--- src/rtl/downsample_2d_if.sv ---
// downsample_2d_if: raster input stream and decimated output stream of downsample_2d
interface downsample_2d_if #(parameter int DATA_W = 16);
  logic              data_in_valid;
  logic              data_in_ready;
  logic [DATA_W-1:0] data_in_data;
  logic              data_out_valid;
  logic              data_out_ready;
  logic [DATA_W-1:0] data_out_data;
  logic              data_out_last;
  modport master (
    output data_in_valid, data_in_data, data_out_ready,
    input  data_in_ready, data_out_valid, data_out_data, data_out_last
  );
  modport slave (
    input  data_in_valid, data_in_data, data_out_ready,
    output data_in_ready, data_out_valid, data_out_data, data_out_last
  );
endinterface

--- src/rtl/downsample_2d.sv ---
// downsample_2d: keeps 1-of-fx columns and 1-of-fy rows of a raster frame
module downsample_2d #(
  parameter int DATA_W = 16,
  parameter int DIM_W  = 8,
  parameter int FAC_W  = 3
) (
  input  logic             CLK,
  input  logic             RESET,
  input  logic             start,
  input  logic             cont,
  input  logic [DIM_W-1:0] cfg_w_m1,
  input  logic [DIM_W-1:0] cfg_h_m1,
  input  logic [FAC_W-1:0] cfg_fx_m1,
  input  logic [FAC_W-1:0] cfg_fy_m1,
  downsample_2d_if.slave   s,
  output logic             busy,
  output logic             frame_done
);
  typedef enum logic {IDLE, RUN} state_t;
  state_t state, state_nx;
  logic [DIM_W-1:0] w_m1, h_m1, x, y;
  logic [FAC_W-1:0] fx_m1, fy_m1, px, py;
  logic keep, acc, x_end, y_end, eof, last_kept;
  assign keep  = px == '0 && py == '0;
  assign acc   = s.data_in_valid && s.data_in_ready;
  assign x_end = x == w_m1;
  assign y_end = y == h_m1;
  assign eof   = acc && x_end && y_end;
  // last kept pixel: no further kept column in this row and no further kept row
  assign last_kept = (w_m1 - x) <= DIM_W'(fx_m1) && (h_m1 - y) <= DIM_W'(fy_m1);
  always_ff @(posedge CLK) state <= RESET ? IDLE : state_nx;
  always_comb state_nx = state == IDLE ? (start ? RUN : IDLE) : (eof && !cont ? IDLE : RUN);
  always_comb begin
    busy            = state == RUN;
    s.data_in_ready = busy && (!keep || !s.data_out_valid || s.data_out_ready);
  end
  always_ff @(posedge CLK) begin
    if (RESET) begin
      {w_m1, h_m1, fx_m1, fy_m1} <= '0;
      {x, y, px, py}             <= '0;
      frame_done                 <= 1'b0;
    end else begin
      frame_done <= eof;
      if (state == IDLE && start) begin
        w_m1  <= cfg_w_m1;
        h_m1  <= cfg_h_m1;
        fx_m1 <= cfg_fx_m1;
        fy_m1 <= cfg_fy_m1;
        {x, y, px, py} <= '0;
      end else if (acc) begin
        x  <= x_end ? '0 : x + 1'b1;
        px <= (x_end || px == fx_m1) ? '0 : px + 1'b1;
        if (x_end) begin
          y  <= y_end ? '0 : y + 1'b1;
          py <= (y_end || py == fy_m1) ? '0 : py + 1'b1;
        end
      end
    end
  end
  always_ff @(posedge CLK) begin
    if (RESET) begin
      s.data_out_valid <= 1'b0;
      s.data_out_data  <= '0;
      s.data_out_last  <= 1'b0;
    end else if (acc && keep) begin
      s.data_out_valid <= 1'b1;
      s.data_out_data  <= s.data_in_data;
      s.data_out_last  <= last_kept;
    end else if (s.data_out_ready) begin
      s.data_out_valid <= 1'b0;
    end
  end
endmodule

--- src/flat_wrapper.sv ---
// flat-port wrapper written by rule: the top's interface ports become plain ports
module downsample_2d_flat 
#(
  parameter int DATA_W = 16,
  parameter int DIM_W  = 8,
  parameter int FAC_W  = 3
)
  (CLK, RESET, start, cont, cfg_w_m1, cfg_h_m1, cfg_fx_m1, cfg_fy_m1, busy, frame_done, s_data_in_valid, s_data_in_data, s_data_out_ready, s_data_in_ready, s_data_out_valid, s_data_out_data, s_data_out_last);
  downsample_2d_if #(.DATA_W(DATA_W)) s_i ();
  input  logic CLK;
  input  logic RESET;
  input  logic start;
  input  logic cont;
  input  logic [DIM_W-1:0] cfg_w_m1;
  input  logic [DIM_W-1:0] cfg_h_m1;
  input  logic [FAC_W-1:0] cfg_fx_m1;
  input  logic [FAC_W-1:0] cfg_fy_m1;
  output logic busy;
  output logic frame_done;
  input wire logic [$bits(s_i.data_in_valid)-1:0] s_data_in_valid;
  input wire logic [$bits(s_i.data_in_data)-1:0] s_data_in_data;
  input wire logic [$bits(s_i.data_out_ready)-1:0] s_data_out_ready;
  output wire logic [$bits(s_i.data_in_ready)-1:0] s_data_in_ready;
  output wire logic [$bits(s_i.data_out_valid)-1:0] s_data_out_valid;
  output wire logic [$bits(s_i.data_out_data)-1:0] s_data_out_data;
  output wire logic [$bits(s_i.data_out_last)-1:0] s_data_out_last;
  assign s_i.data_in_valid = s_data_in_valid;
  assign s_i.data_in_data = s_data_in_data;
  assign s_i.data_out_ready = s_data_out_ready;
  assign s_data_in_ready = s_i.data_in_ready;
  assign s_data_out_valid = s_i.data_out_valid;
  assign s_data_out_data = s_i.data_out_data;
  assign s_data_out_last = s_i.data_out_last;
  downsample_2d #(.DATA_W(DATA_W), .DIM_W(DIM_W), .FAC_W(FAC_W)) u_core (.CLK(CLK), .RESET(RESET), .start(start), .cont(cont), .cfg_w_m1(cfg_w_m1), .cfg_h_m1(cfg_h_m1), .cfg_fx_m1(cfg_fx_m1), .cfg_fy_m1(cfg_fy_m1), .s(s_i), .busy(busy), .frame_done(frame_done));
endmodule
--- config.mk ---
export PLATFORM = sky130hd
export DESIGN_NAME = downsample_2d_flat
export DESIGN_NICKNAME = d
export VERILOG_FILES = /design/src/rtl/downsample_2d_if.sv /design/src/rtl/downsample_2d.sv /design/src/flat_wrapper.sv
export SDC_FILE = /design/constraint.sdc
export NUM_CORES = 1
export LEC_CHECK = 0
export CELL_PAD_IN_SITES_DETAIL_PLACEMENT = 1
export CELL_PAD_IN_SITES_GLOBAL_PLACEMENT = 1
export CORE_ASPECT_RATIO = 1.25
export CORE_MARGIN = 2
export CORE_UTILIZATION = 34
export CTS_BUF_LIST = sky130_fd_sc_hd__clkbuf_4 sky130_fd_sc_hd__clkbuf_8 sky130_fd_sc_hd__clkbuf_16
export CTS_CLUSTER_DIAMETER = 120
export DETAILED_ROUTE_END_ITERATION = 6
export PLACE_DENSITY = 0.74
export SLEW_MARGIN = 20
export SYNTH_ARGS = -nofsm -noshare
export SYNTH_HDL_FRONTEND = slang
export SYNTH_SLANG_ARGS = --single-unit
export TNS_END_PERCENT = 20
--- constraint.sdc ---
create_clock -name CLK -period 2.05 [get_ports CLK]
set_input_delay 0.5125 -clock CLK [delete_from_list [all_inputs] [get_ports CLK]]
set_output_delay 0.5125 -clock CLK [all_outputs]
set_load 0.005 [all_outputs]
* Yosys cells after proc, flatten, opt, wreduce, memory -nomap -nowiden
Cells that the tools add are included.
** Storage, ports and cells
- Output and inout port bits :: 21
- Bits in latches :: 0
- Memory bits (read-only) :: 0
- Register bits :: 64
- Memories :: 0
- Memory bits (writable) :: 0
** Operators by class
- Shift-type cells :: 0
- $add $sub $neg :: 6
- Divide/modulo/power cells :: 0
- $lt $le $gt $ge :: 2
- Reduce and logical (&&, ||, !) cells :: 21
- Bitwise operators :: 1
- Equality and inequality tests :: 4
- Muxes and demuxes :: 9
- $mul :: 0
** Operator list (number)
- $add A8 B1 Y8 const B :: 2
- $eq A8 B8 Y1 :: 2
- $le A8 B3 Y1 :: 2
- $mux W8 :: 2
- $sub A8 B8 Y8 :: 2
- $logic_and A1 B1 Y1 :: 9
- $add A3 B1 Y3 const B :: 2
- $eq A3 B3 Y1 :: 2
- $logic_not A3 Y1 :: 2
- $mux W3 :: 2
- $mux W1 :: 5
- $logic_or A1 B1 Y1 :: 4
- $logic_not A1 Y1 :: 3
- $reduce_and A2 Y1 :: 1
- $reduce_bool A2 Y1 :: 1
- $reduce_or A2 Y1 :: 1
- $not A1 Y1 :: 1

* Longest topological paths before layout
Gate-level depths: netlist of the first run.
- Word-level depth :: 12
- Mapped depth :: 12

* Worst setup path after synthesis of the first run
OpenSTA, ideal clock, no wires.
- Path kind :: register to register
- From :: reg u_core.y[0]
- To :: reg u_core.s.data_out_last
- Slack :: -186 ps
- Period minus slack after synthesis :: 2236 ps
- Stages on the path, launching flop included :: 11
- Data required time :: 1981 ps
- Arrival time :: 2168 ps
- Setup time :: 69 ps
- Cell sequence :: dfxtp_1 -> ha_1 -> inv_1 -> fa_1 -> xor2_1 -> ha_1 -> o21ai_0 -> o22ai_1 -> a311oi_1 -> nand4_1 -> o21ai_1
** Between the ends
- Word-level cells in the longest chain between the ends :: 3
** Ends and longest elaborated chain
- from (decl) :: line downsample_2d.sv:21 : logic [DIM_W-1:0] w_m1, h_m1, x, y;
- from (signal assigned) :: line downsample_2d.sv:54 : y <= y_end ? '0 : y + 1'b1;
- $sub A8 B8 Y8 :: line downsample_2d.sv:30 : assign last_kept = (w_m1 - x) <= DIM_W'(fx_m1) && (h_m1 - y) <= DIM_W'(fy_m1);
- $le A8 B3 Y1 :: line downsample_2d.sv:30
- $logic_and A1 B1 Y1 :: line downsample_2d.sv:30
- to (signal assigned) :: line downsample_2d.sv:68 : s.data_out_last <= last_kept;
- to (decl) :: line downsample_2d_if.sv:16 : output data_in_ready, data_out_valid, data_out_data, data_out_last
No other way between the ends.
A chain may end at the register's enable or synchronous reset.

* Final worst setup path of the first run
- From :: reg u_core.w_m1[0]
- To :: reg u_core.s.data_out_last
** Between the ends
- Word-level cells in the longest chain between the ends :: 3
** Ends and longest elaborated chain
- from (decl) :: line downsample_2d.sv:21
- from (signal assigned) :: line downsample_2d.sv:45 : w_m1 <= cfg_w_m1;
- $sub A8 B8 Y8 :: line downsample_2d.sv:30
- $le A8 B3 Y1 :: line downsample_2d.sv:30
- $logic_and A1 B1 Y1 :: line downsample_2d.sv:30
No other way between the ends.

==> impl_metrics.json, run 1 <==
{
  "cts_root_buffer": "clkbuf_16",
  "yosys_warnings": 0,
  "die_x_um": 93.0,
  "drc_errors": 0,
  "synth_flop_cell": "dfxtp_1",
  "worst-setup-path-type": "flop to flop",
  "place_hpwl_mm": 7.97,
  "synthTopCellsByCount": "nand2_1, dfxtp_1, a21oi_1",
  "reg2reg_to": "u_core.s.data_out_last$_SDFFE_PP0P_",
  "final_nets": 633,
  "period_share_pct": 107,
  "finalWirelength_mm": 11.3,
  "clockBufferDepth": 2,
  "htreeDepth": 3,
  "syn_avg_cell_area_um2": 7.99,
  "cp-start-kind": "flop",
  "clock-sinks": 64,
  "synth_top_area_share_pct": 38.1,
  "finalHoldViolCount": 0,
  "grt.total_usage_pct": 21.7,
  "layout_setup_ws_ns": -0.141,
  "worstSetupEndpoint": "u_core.s.data_out_last$_SDFFE_PP0P_",
  "synth_fp_nets": 495,
  "worstPathCellList": "inv_2 -> ha_4 -> fa_2 -> inv_2 -> ha_4 -> a211oi_2 -> o22ai_1 -> a311oi_1 -> nand4_1 -> o21ai_1",
  "path_buf_inv": 2,
  "ys_types": 44,
  "gr-total-overflow": 0,
  "cp.depth": 10,
  "drv_cap": 0,
  "antenna_left": 0,
  "die_h_um": 115,
  "hold_path.class": "flop to flop",
  "max_freq_mhz": 457,
  "period_needed_ns": 2.19,
  "synthCells": 421,
  "gp_routability_congestion": 0.831,
  "grt_pass1_vias": 3813,
  "worstHoldStart": "u_core.s.data_out_data[1]$_SDFFE_PP0P_",
  "dieArea_um2": 10700,
  "post_dp_cell_area_um2": 4660,
  "clk_pin_slew_ns": 0.05,
  "num_rows": 40,
  "initial_core_util_pct": 35.0,
  "synth_edf_count": 0,
  "tns_ns": -0.161,
  "slowest_delay_ns": 0.52,
  "worst_ep_arrival_time_ns": 2.45,
  "worstPathMaxFanout": 2,
  "vias": 3452,
  "rsz0062_at_grt": "yes",
  "synth_seq_area_share_pct": 38.1,
  "rrSetupSlack_ns": -0.14,
  "final_area_um2": 5230,
  "leakagePower_nw": 2.13,
  "slowest_stage": "fa_2",
  "finalSetupViolCount": 3,
  "drive_gt1_share_pct": 26.6,
  "pin_count": 65,
  "power.density_nw_per_um2": 659,
  "synth-seq-cells": 64,
  "netlist_area_um2": 3360,
  "antenna_found_initial": 0,
  "cp.required_ns": 2.31,
  "clock_latency_ns": 0.33,
  "tritoncts": "yes",
  "drt_iter0_drc": 61,
  "grt_pass1_wl_mm": 18.2,
  "fin_cells": 689,
  "slew_viol_final": 0,
  "core_area_um2": 9610,
  "grt_max_degree": 44,
  "synthArstFlopShare_pct": 0,
  "slew_headroom_pct": 63.6,
  "hold_slack_ns": 0.453,
  "worst_pin_slew_ns": 0.544,
  "finClkSkew_ns": 0.00671,
  "portBuffers": 64,
  "status": "complete, but fails checks",
  "dp_cells": 666,
  "endpoint_kind": "flop",
  "netlist_top_cells_area": "dfxtp_1, ha_1, nand2_1",
  "synth_area_leader_cell": "dfxtp_1",
  "cp-startpoint": "u_core.w_m1[0]$_SDFFE_PP0P_",
  "rr_startpoint": "u_core.w_m1[0]$_SDFFE_PP0P_",
  "routed_via_density": 5.01,
  "cp_top_family": "adder cells",
  "ir_worst_vdd_uv": 419,
  "antenna_cells": 0,
  "wl_per_cell_um": 16.4,
  "ff2ff_path_depth": 10,
  "violations": "setup timing",
  "dr.pass1.iters": 4,
  "synth.most_common_cell": "nand2_1",
  "cts_buffers": 9,
  "area_growth_pct": 55.6
}
[sequential cells by signal, indices dropped and copies added, names as in the netlist, 3 cells and up]
register,count
u_core.fx_m1,3
u_core.px,3
u_core.fy_m1,3
u_core.y,8
u_core.x,8
u_core.w_m1,8
u_core.py,3
u_core.s.data_out_data,16
u_core.h_m1,8
[tightest hold or removal path, delay by kind of cell, from the launching register on]
kind	cells	cell delay [ns]
simple gates	1	0.05
compound gates	1	0.05
flops	1	0.30
[power by group]
group          internal (W)  switching, W  total [W]
registers           0.00129     0.0000356    0.00133
clock network      0.000868      0.000548    0.00142
logic              0.000360      0.000342   0.000702
[layout by cell type (no fill, tap or decap), drive strengths merged, types with 3 or more instances in the layout]
| master | n |
|---|---|
| nor2 | 26 |
| a21oi | 55 |
| nand2 | 90 |
| dfxtp | 64 |
| xnor2 | 16 |
| o21ai | 12 |
| clkbuf | 11 |
| nor2b | 5 |
| clkinv | 4 |
| nand4 | 9 |
| nand2b | 5 |
| nand3 | 10 |
| xor2 | 14 |
| buf | 78 |
| nand3b | 3 |
| inv | 31 |
| clkdlybuf4s50 | 63 |
| ha | 28 |
| a31oi | 3 |
| a211oi | 4 |
| nor3 | 5 |
[worst min path at each step]
stage                                              endpoint  depth (start not counted)
floorplan                       u_core.h_m1[0]$_SDFFE_PP0P_                          2
global placement    u_core.s.data_out_data[11]$_SDFFE_PP0P_                          2
detailed placement   u_core.s.data_out_data[5]$_SDFFE_PP0P_                          2
CTS                  u_core.s.data_out_data[1]$_SDFFE_PP0P_                          2
global route         u_core.s.data_out_data[8]$_SDFFE_PP0P_                          2
finish               u_core.s.data_out_data[1]$_SDFFE_PP0P_                          2
[layer usage]
layer	wire, um	up-vias	global-route usage (%)
li1	-	1689	-
met1	4160	1677	21.8
met2	6460	65	43.1
met3	383	21	3.60
met4	289	0	9.51
met5	0	-	0
[cells by family after synthesis]
group	after synthesis	synth area share, %
mux	1	0.298
compound gates	85	14.0
fa+ha+maj	30	11.6
xor+xnor	30	7.81
flops	64	38.1
buf+inv	45	5.13
simple gates	166	23.1
[what timing repair did]
item / CTS / global route
pin swaps: 18 / 21
hold buffers: 0 / 0
gates resized for setup: 32 / 35
buffers inserted: 5 / 3
setup endpoints to repair: 22 / 25
[per-stage QoR]
step	worst slack [ns]	util [%]	power [W]
after floorplan	-0.0118	-	0.00167
after global placement	-0.304	48.5	0.00196
after detailed placement	-0.383	48.5	0.00199
after CTS	-0.269	52.8	0.00344
after global routing	-0.296	54.5	0.00359
final	-0.141	54.5	0.00345
[layout make-up]
cell class	count	area [um2]
Clock inverter	4	20.0
Fill cell	1151	4380
Tap cell	126	158
Multi-Input combinational cell	312	2150
Inverter	31	116
Timing Repair Buffer	141	1240
Clock buffer	11	253
Sequential cell	64	1290
Note: power is estimated with default switching activity, not from simulation.
==> run 2, diff against run 1 <==
ABC_CLOCK_PERIOD_IN_PS = 2050   (was unset)
==> results of run 2 <==
The final DEF is identical to that of run 1; final timing and power are the same.
